File: config.mk
export PLATFORM = sky130hd
export DESIGN_NAME = upload_arbiter_flat
export DESIGN_NICKNAME = d
export VERILOG_FILES = /design/src/rtl/upload_arbiter_if.sv /design/src/rtl/upload_arbiter.sv /design/src/flat_wrapper.sv
export SDC_FILE = /design/constraint.sdc
export NUM_CORES = 1
export LEC_CHECK = 0
export CORE_MARGIN = 1
export CORE_UTILIZATION = 37
export CTS_CLUSTER_DIAMETER = 120
export DETAILED_ROUTE_END_ITERATION = 6
export HOLD_SLACK_MARGIN = 0.06
export PLACE_DENSITY = 0.74
export REMOVE_ABC_BUFFERS = 1
export SYNTH_ARGS = -nofsm -noshare
export SYNTH_HDL_FRONTEND = slang
export SYNTH_SLANG_ARGS = --single-unit
File: constraint.sdc
create_clock -name clk -period 2.25 [get_ports clk]
set_input_delay 0.675 -clock clk [delete_from_list [all_inputs] [get_ports clk]]
set_output_delay 0.675 -clock clk [all_outputs]
set_load 0.02 [all_outputs]
File: src/rtl/upload_arbiter_if.sv
// rtl/upload_arbiter_if.sv - per-channel upload inputs and merged upload stream of the upload arbiter
interface upload_arbiter_if #(
  parameter int NUM_CH = 4
);
  logic [NUM_CH-1:0]   in_req;
  logic [NUM_CH*8-1:0] in_data;
  logic [NUM_CH*8-1:0] in_source;
  logic [NUM_CH-1:0]   in_valid;
  logic [NUM_CH-1:0]   in_ready;
  logic                out_req;
  logic [7:0]          out_data;
  logic [7:0]          out_source;
  logic                out_valid;
  logic                out_ready;
  logic [NUM_CH-1:0]   grant;
  logic                busy;
  logic                timeout_pulse;

  // master is the arbiter side, slave is the packers plus transmit path
  modport master (
    input  in_req, in_data, in_source, in_valid, out_ready,
    output in_ready, out_req, out_data, out_source, out_valid, grant, busy, timeout_pulse
  );

  modport slave (
    output in_req, in_data, in_source, in_valid, out_ready,
    input  in_ready, out_req, out_data, out_source, out_valid, grant, busy, timeout_pulse
  );
endinterface

File: src/rtl/upload_arbiter.sv
// rtl/upload_arbiter.sv - round-robin, frame-granular merge of upload byte streams with a stall watchdog
module upload_arbiter #(
  parameter int          NUM_CH         = 4,
  parameter logic [15:0] TIMEOUT_CYCLES = 16'd1000
) (
  input  logic              clk,
  input  logic              rst_n,
  upload_arbiter_if.master  bus
);
  localparam int            CW       = $clog2(NUM_CH);
  localparam logic [CW:0]   NUM_CH_W = (CW+1)'(NUM_CH);
  localparam logic [CW-1:0] LAST_CH  = CW'(NUM_CH - 1);

  typedef enum logic {IDLE, GRANT} state_t;

  state_t            state, state_nx;
  logic [CW-1:0]     rr_ptr, rr_ptr_nx;
  logic [CW-1:0]     g_idx, g_idx_nx;
  logic [NUM_CH-1:0] grant_q, grant_nx;
  logic [15:0]       wd_cnt, wd_cnt_nx;
  logic [CW-1:0]     pick;
  logic              pick_ok;
  logic              xfer;
  logic              wd_fire;

  // Walk offsets from high to low so the requester nearest rr_ptr is written last and wins.
  always_comb begin
    logic [CW:0] sum;
    pick    = '0;
    pick_ok = 1'b0;
    sum     = '0;
    for (int i = NUM_CH - 1; i >= 0; i--) begin
      sum = {1'b0, rr_ptr} + (CW+1)'(i);
      if (sum >= NUM_CH_W) sum = sum - NUM_CH_W;
      if (bus.in_req[sum[CW-1:0]]) begin
        pick    = sum[CW-1:0];
        pick_ok = 1'b1;
      end
    end
  end

  // Zero-latency mux from the granted channel; everything is forced quiet outside GRANT.
  always_comb begin
    bus.out_req    = 1'b0;
    bus.out_valid  = 1'b0;
    bus.out_data   = 8'h00;
    bus.out_source = 8'h00;
    bus.in_ready   = '0;
    if (state == GRANT) begin
      bus.out_req         = bus.in_req[g_idx];
      bus.out_valid       = bus.in_valid[g_idx];
      bus.out_data        = bus.in_data[{g_idx, 3'b000} +: 8];
      bus.out_source      = bus.in_source[{g_idx, 3'b000} +: 8];
      bus.in_ready[g_idx] = bus.out_ready;
    end
  end

  assign xfer    = (state == GRANT) && bus.in_valid[g_idx] && bus.out_ready;
  // A cycle that moves a byte or ends the frame normally is never counted as a stall release.
  assign wd_fire = (TIMEOUT_CYCLES != 16'd0) && (state == GRANT) && bus.in_req[g_idx] &&
                   !xfer && (wd_cnt == TIMEOUT_CYCLES - 16'd1);

  always_comb begin
    state_nx  = state;
    rr_ptr_nx = rr_ptr;
    g_idx_nx  = g_idx;
    grant_nx  = grant_q;
    wd_cnt_nx = wd_cnt;
    unique case (state)
      IDLE: begin
        if (pick_ok) begin
          state_nx  = GRANT;
          g_idx_nx  = pick;
          grant_nx  = {{(NUM_CH-1){1'b0}}, 1'b1} << pick;
          wd_cnt_nx = 16'd0;
        end
      end
      GRANT: begin
        if (xfer)                  wd_cnt_nx = 16'd0;
        else if (wd_cnt != 16'hFFFF) wd_cnt_nx = wd_cnt + 16'd1;
        if (!bus.in_req[g_idx] || wd_fire) begin
          state_nx  = IDLE;
          grant_nx  = '0;
          rr_ptr_nx = (g_idx == LAST_CH) ? '0 : g_idx + CW'(1);
        end
      end
      default: state_nx = IDLE;
    endcase
  end

  always_ff @(posedge clk or negedge rst_n) begin
    if (!rst_n) begin
      state   <= IDLE;
      rr_ptr  <= '0;
      g_idx   <= '0;
      grant_q <= '0;
      wd_cnt  <= 16'd0;
    end else begin
      state   <= state_nx;
      rr_ptr  <= rr_ptr_nx;
      g_idx   <= g_idx_nx;
      grant_q <= grant_nx;
      wd_cnt  <= wd_cnt_nx;
    end
  end

  assign bus.grant         = grant_q;
  assign bus.busy          = (state == GRANT);
  assign bus.timeout_pulse = wd_fire;
endmodule
File: src/flat_wrapper.sv
// flat-port wrapper written by rule: the top's interface ports become plain ports
module upload_arbiter_flat 
#(
  parameter int          NUM_CH         = 4,
  parameter logic [15:0] TIMEOUT_CYCLES = 16'd1000
)
  (clk, rst_n, bus_in_req, bus_in_data, bus_in_source, bus_in_valid, bus_out_ready, bus_in_ready, bus_out_req, bus_out_data, bus_out_source, bus_out_valid, bus_grant, bus_busy, bus_timeout_pulse);
  upload_arbiter_if #(.NUM_CH(NUM_CH)) bus_i ();
  input  logic clk;
  input  logic rst_n;
  input wire logic [$bits(bus_i.in_req)-1:0] bus_in_req;
  input wire logic [$bits(bus_i.in_data)-1:0] bus_in_data;
  input wire logic [$bits(bus_i.in_source)-1:0] bus_in_source;
  input wire logic [$bits(bus_i.in_valid)-1:0] bus_in_valid;
  input wire logic [$bits(bus_i.out_ready)-1:0] bus_out_ready;
  output wire logic [$bits(bus_i.in_ready)-1:0] bus_in_ready;
  output wire logic [$bits(bus_i.out_req)-1:0] bus_out_req;
  output wire logic [$bits(bus_i.out_data)-1:0] bus_out_data;
  output wire logic [$bits(bus_i.out_source)-1:0] bus_out_source;
  output wire logic [$bits(bus_i.out_valid)-1:0] bus_out_valid;
  output wire logic [$bits(bus_i.grant)-1:0] bus_grant;
  output wire logic [$bits(bus_i.busy)-1:0] bus_busy;
  output wire logic [$bits(bus_i.timeout_pulse)-1:0] bus_timeout_pulse;
  assign bus_i.in_req = bus_in_req;
  assign bus_i.in_data = bus_in_data;
  assign bus_i.in_source = bus_in_source;
  assign bus_i.in_valid = bus_in_valid;
  assign bus_i.out_ready = bus_out_ready;
  assign bus_in_ready = bus_i.in_ready;
  assign bus_out_req = bus_i.out_req;
  assign bus_out_data = bus_i.out_data;
  assign bus_out_source = bus_i.out_source;
  assign bus_out_valid = bus_i.out_valid;
  assign bus_grant = bus_i.grant;
  assign bus_busy = bus_i.busy;
  assign bus_timeout_pulse = bus_i.timeout_pulse;
  upload_arbiter #(.NUM_CH(NUM_CH), .TIMEOUT_CYCLES(TIMEOUT_CYCLES)) u_core (.clk(clk), .rst_n(rst_n), .bus(bus_i));
endmodule
==> impl_metrics.sql <==
INSERT INTO impl_metrics (metric_group, metric, value, unit) VALUES
('pwr', 'vdd_ir_drop_max', '0.693', 'mV'),
('placement', 'place.detailed.hpwl', '5.75', 'mm'),
('critical_path', 'critPathArrivalTime', '1.73', 'ns'),
('route', 'post_drt_wl_per_cell', '16.6', 'um'),
('grt', 'grt_most_used_layer', 'met2', ''),
('pwr', 'powerDensity', '1010', 'nW/um^2'),
('clocking', 'cts-root-buf', 'clkbuf_8', ''),
('cells_and_area', 'register_area', '627', 'um^2'),
('cells_and_area', 'nets', '433', ''),
('critical_path', 'timing.reg2reg.worst_path_depth', '9', ''),
('floorplanning', 'starting_density', '0.382', ''),
('route', 'vias_per_cell', '5.31', ''),
('grt', 'grt_pass1_vias', '2281', ''),
('grt', 'gr-usage-all-layers', '0.242', ''),
('sta', 'period_utilisation_layout', '1.07', ''),
('logic_synthesis', 'yosysWarningCount', '0', ''),
('critical_path', 'crit_path_max_delay_cell_type', 'mux4_2', ''),
('critical_path', 'most_repeated_library_cell_on_the_critical_path', 'buf_6', ''),
('sta', 'final.hold.worst_slack', '0.500', 'ns'),
('worst_hold_path', 'worst_hold_path_type', 'reg -> reg', ''),
('critical_path', 'crit_path_max_fanout', '4', ''),
('logic_synthesis', 'synth_async_sr_flop_share', '1.00', ''),
('run_status', 'failed_checks', 'setup timing', ''),
('cells_and_area', 'synthToLayoutAreaGrowth', '71.2', '%'),
('sta', 'worst_slew_margin_rel', '0.549', ''),
('critical_path', 'r2r_end', 'u_core.wd_cnt[7]$_DFFE_PN0P_', ''),
('logic_synthesis', 'gate_count_post_synth', '205', ''),
('sta', 'clock_skew', '0.00411', 'ns'),
('logic_synthesis', 'synth_top_area_cell', 'dfrtp_1', ''),
('cells_and_area', 'footprint_of_the_multi_input_gates', '1450', 'um^2'),
('logic_synthesis', 'netlist-cell-type-count', '44', ''),
('clocking', 'clkTransAtPathRegs', '0.09', 'ns'),
('run_status', 'run_status', 'complete, but fails checks', ''),
('logic_synthesis', 'synthesis.area', '2090', 'um^2'),
('sta', 'finalHoldViolations', '0', ''),
('grt', 'met3_usage', '0.0488', ''),
('clocking', 'cts.hold.buffers_added', '0', ''),
('clocking', 'ctsLongestPathBuffers', '2', ''),
('critical_path', 'timing.critical_path.cells', 'buf_6 > mux4_2 > nand2_2 > inv_2 > and2_4 > buf_6', ''),
('critical_path', 'cp_num_buf_inv', '3', ''),
('pwr', 'cellLeakagePower', '1.73', 'nW'),
('clocking', 'clock_tree.htree_level_count', '1', ''),
('floorplanning', 'die_h', '77.2', 'um'),
('logic_synthesis', 'dominantRegCellSynth', 'dfrtp_1', ''),
('sta', 'final.min_clock_period', '2.40', 'ns'),
('critical_path', 'r2r_setup_slack', '0.03', 'ns'),
('placement', 'place_worst_setup_slack', '-0.839', 'ns'),
('placement', 'dp.cells', '416', ''),
('sta', 'max_freq', '0.416', 'GHz'),
('clocking', 'clock_sink_count', '25', ''),
('grt', 'grt.met1_usage', '0.272', ''),
('critical_path', 'timing.critical_path.max_delay_family', 'multiplexers', ''),
('route', 'post-route-drc-count', '0', ''),
('grt', 'grt-ovfl-total', '0', ''),
('placement', 'numPortBuffers', '102', ''),
('clocking', 'tritoncts.num_buffers', '3', ''),
('cells_and_area', 'layout.cells.most_common', 'dlygate4sd2_1', ''),
('logic_synthesis', 'synth-edff-count', '0', ''),
('sta', 'worst-slew-pin-transition', '0.671', 'ns'),
('sta', 'fin_ws', '-0.155', 'ns'),
('sta', 'setup-tns-final', '-2.16', 'ns'),
('floorplanning', 'num_rows', '27', ''),
('grt', 'antenna_violations_before_repair', '2', ''),
('sta', 'final-setup-viol-count', '19', ''),
('logic_synthesis', 'netlist.area_leader.share', '0.299', ''),
('route', 'vias', '2263', ''),
('floorplanning', 'design.portCount', '103', ''),
('critical_path', 'critical_path_required', '1.57', 'ns'),
('critical_path', 'setup.worst_path.end_class', 'output port', ''),
('route', 'drt-pass1-iter-count', '4', ''),
('floorplanning', 'coreArea', '5470', 'um^2');
-- how the worst max path moves through the flow --
stage                     cells after the start                         from           endpoint
after floorplan                               4  u_core.g_idx[0]$_DFFE_PN0P_  bus_timeout_pulse
after global placement                        6                bus_in_req[3]  bus_timeout_pulse
after detailed placement                      6                bus_in_req[3]  bus_timeout_pulse
after CTS                                     4  u_core.g_idx[0]$_DFFE_PN0P_    bus_out_data[1]
after global routing                          6  u_core.g_idx[0]$_DFFE_PN0P_  bus_timeout_pulse
final                                         6  u_core.g_idx[0]$_DFFE_PN0P_  bus_timeout_pulse
-- final cells by class --
class,count,area share
Clock inverter,1,0.00140
Sequential cell,25,0.175
Antenna cell,2,0.00140
Tap cell,72,0.0252
Timing Repair Buffer,155,0.374
Clock buffer,3,0.0115
Inverter,7,0.00734
Multi-Input combinational cell,161,0.404
-- flip-flops by register name, indices dropped and copies added, names as in the netlist --
signal,flops
u_core.wd_cnt,16
u_core.bus.grant,4
u_core.bus.busy,1
u_core.g_idx,2
u_core.rr_ptr,2
-- synthesized netlist by cell type (2+ instances only) --
cell type  number
a211oi_1        4
a21o_1          4
a21oi_1         7
a22o_1          4
and2_1         19
and3_1          5
buf_2           5
clkbuf_1        4
dfrtp_1        25
ha_1            5
inv_1           7
mux2_2          3
mux2i_1         7
mux4_2         18
nand2_1         8
nand2b_1        3
nand3_1        11
nand4_1         3
nor2_1          8
nor2b_1         2
nor3_1          3
nor3b_1         2
nor4_1          5
nor4_4          2
o21ai_0         7
o21ai_1        11
o2bb2ai_1       4
or3_1           3
-- what timing repair did --
item	4_1_cts	5_1_grt
pin swaps	4	2
resized for setup	237	7
setup buffers	4	0
setup endpoints to repair	37	33
hold endpoints to repair	0	0
-- cells by family after synthesis --
| family | Yosys count | share of synthesized area |
|---|---|---|
| flops | 25 | 0.299 |
| simple gates | 79 | 0.233 |
| fa+ha+maj | 5 | 0.0299 |
| compound gates | 49 | 0.152 |
| mux | 28 | 0.243 |
| buf+inv | 19 | 0.0425 |
-- power breakdown --
| group | internal, mW | total (mW) | switching (mW) | leakage (nW) |
|---|---|---|---|---|
| registers | 0.546 | 0.632 | 0.0856 | 0.333 |
| logic | 1.49 | 2.70 | 1.21 | 1.37 |
| clock network | 0.124 | 0.268 | 0.144 | 0.0255 |
-- per-stage QoR --
stage	cell area, um^2	utilization	power (mW)
after floorplan	2030	-	1.92
after CTS	3580	0.655	3.62
after detailed placement	3520	0.643	3.11
after global placement	3520	0.643	3.06
after global routing	3580	0.654	3.83
final	3580	0.654	3.60
-- routing by layer --
layer | share of wire | wire length (um) | vias up
met5 | 0 | 0 | -
met4 | 0.021 | 149 | 0
met3 | 0.068 | 481 | 8
met2 | 0.52 | 3710 | 76
met1 | 0.39 | 2730 | 1094
li1 | - | - | 1085
No activity file was read; power rests on OpenSTA's default activity.
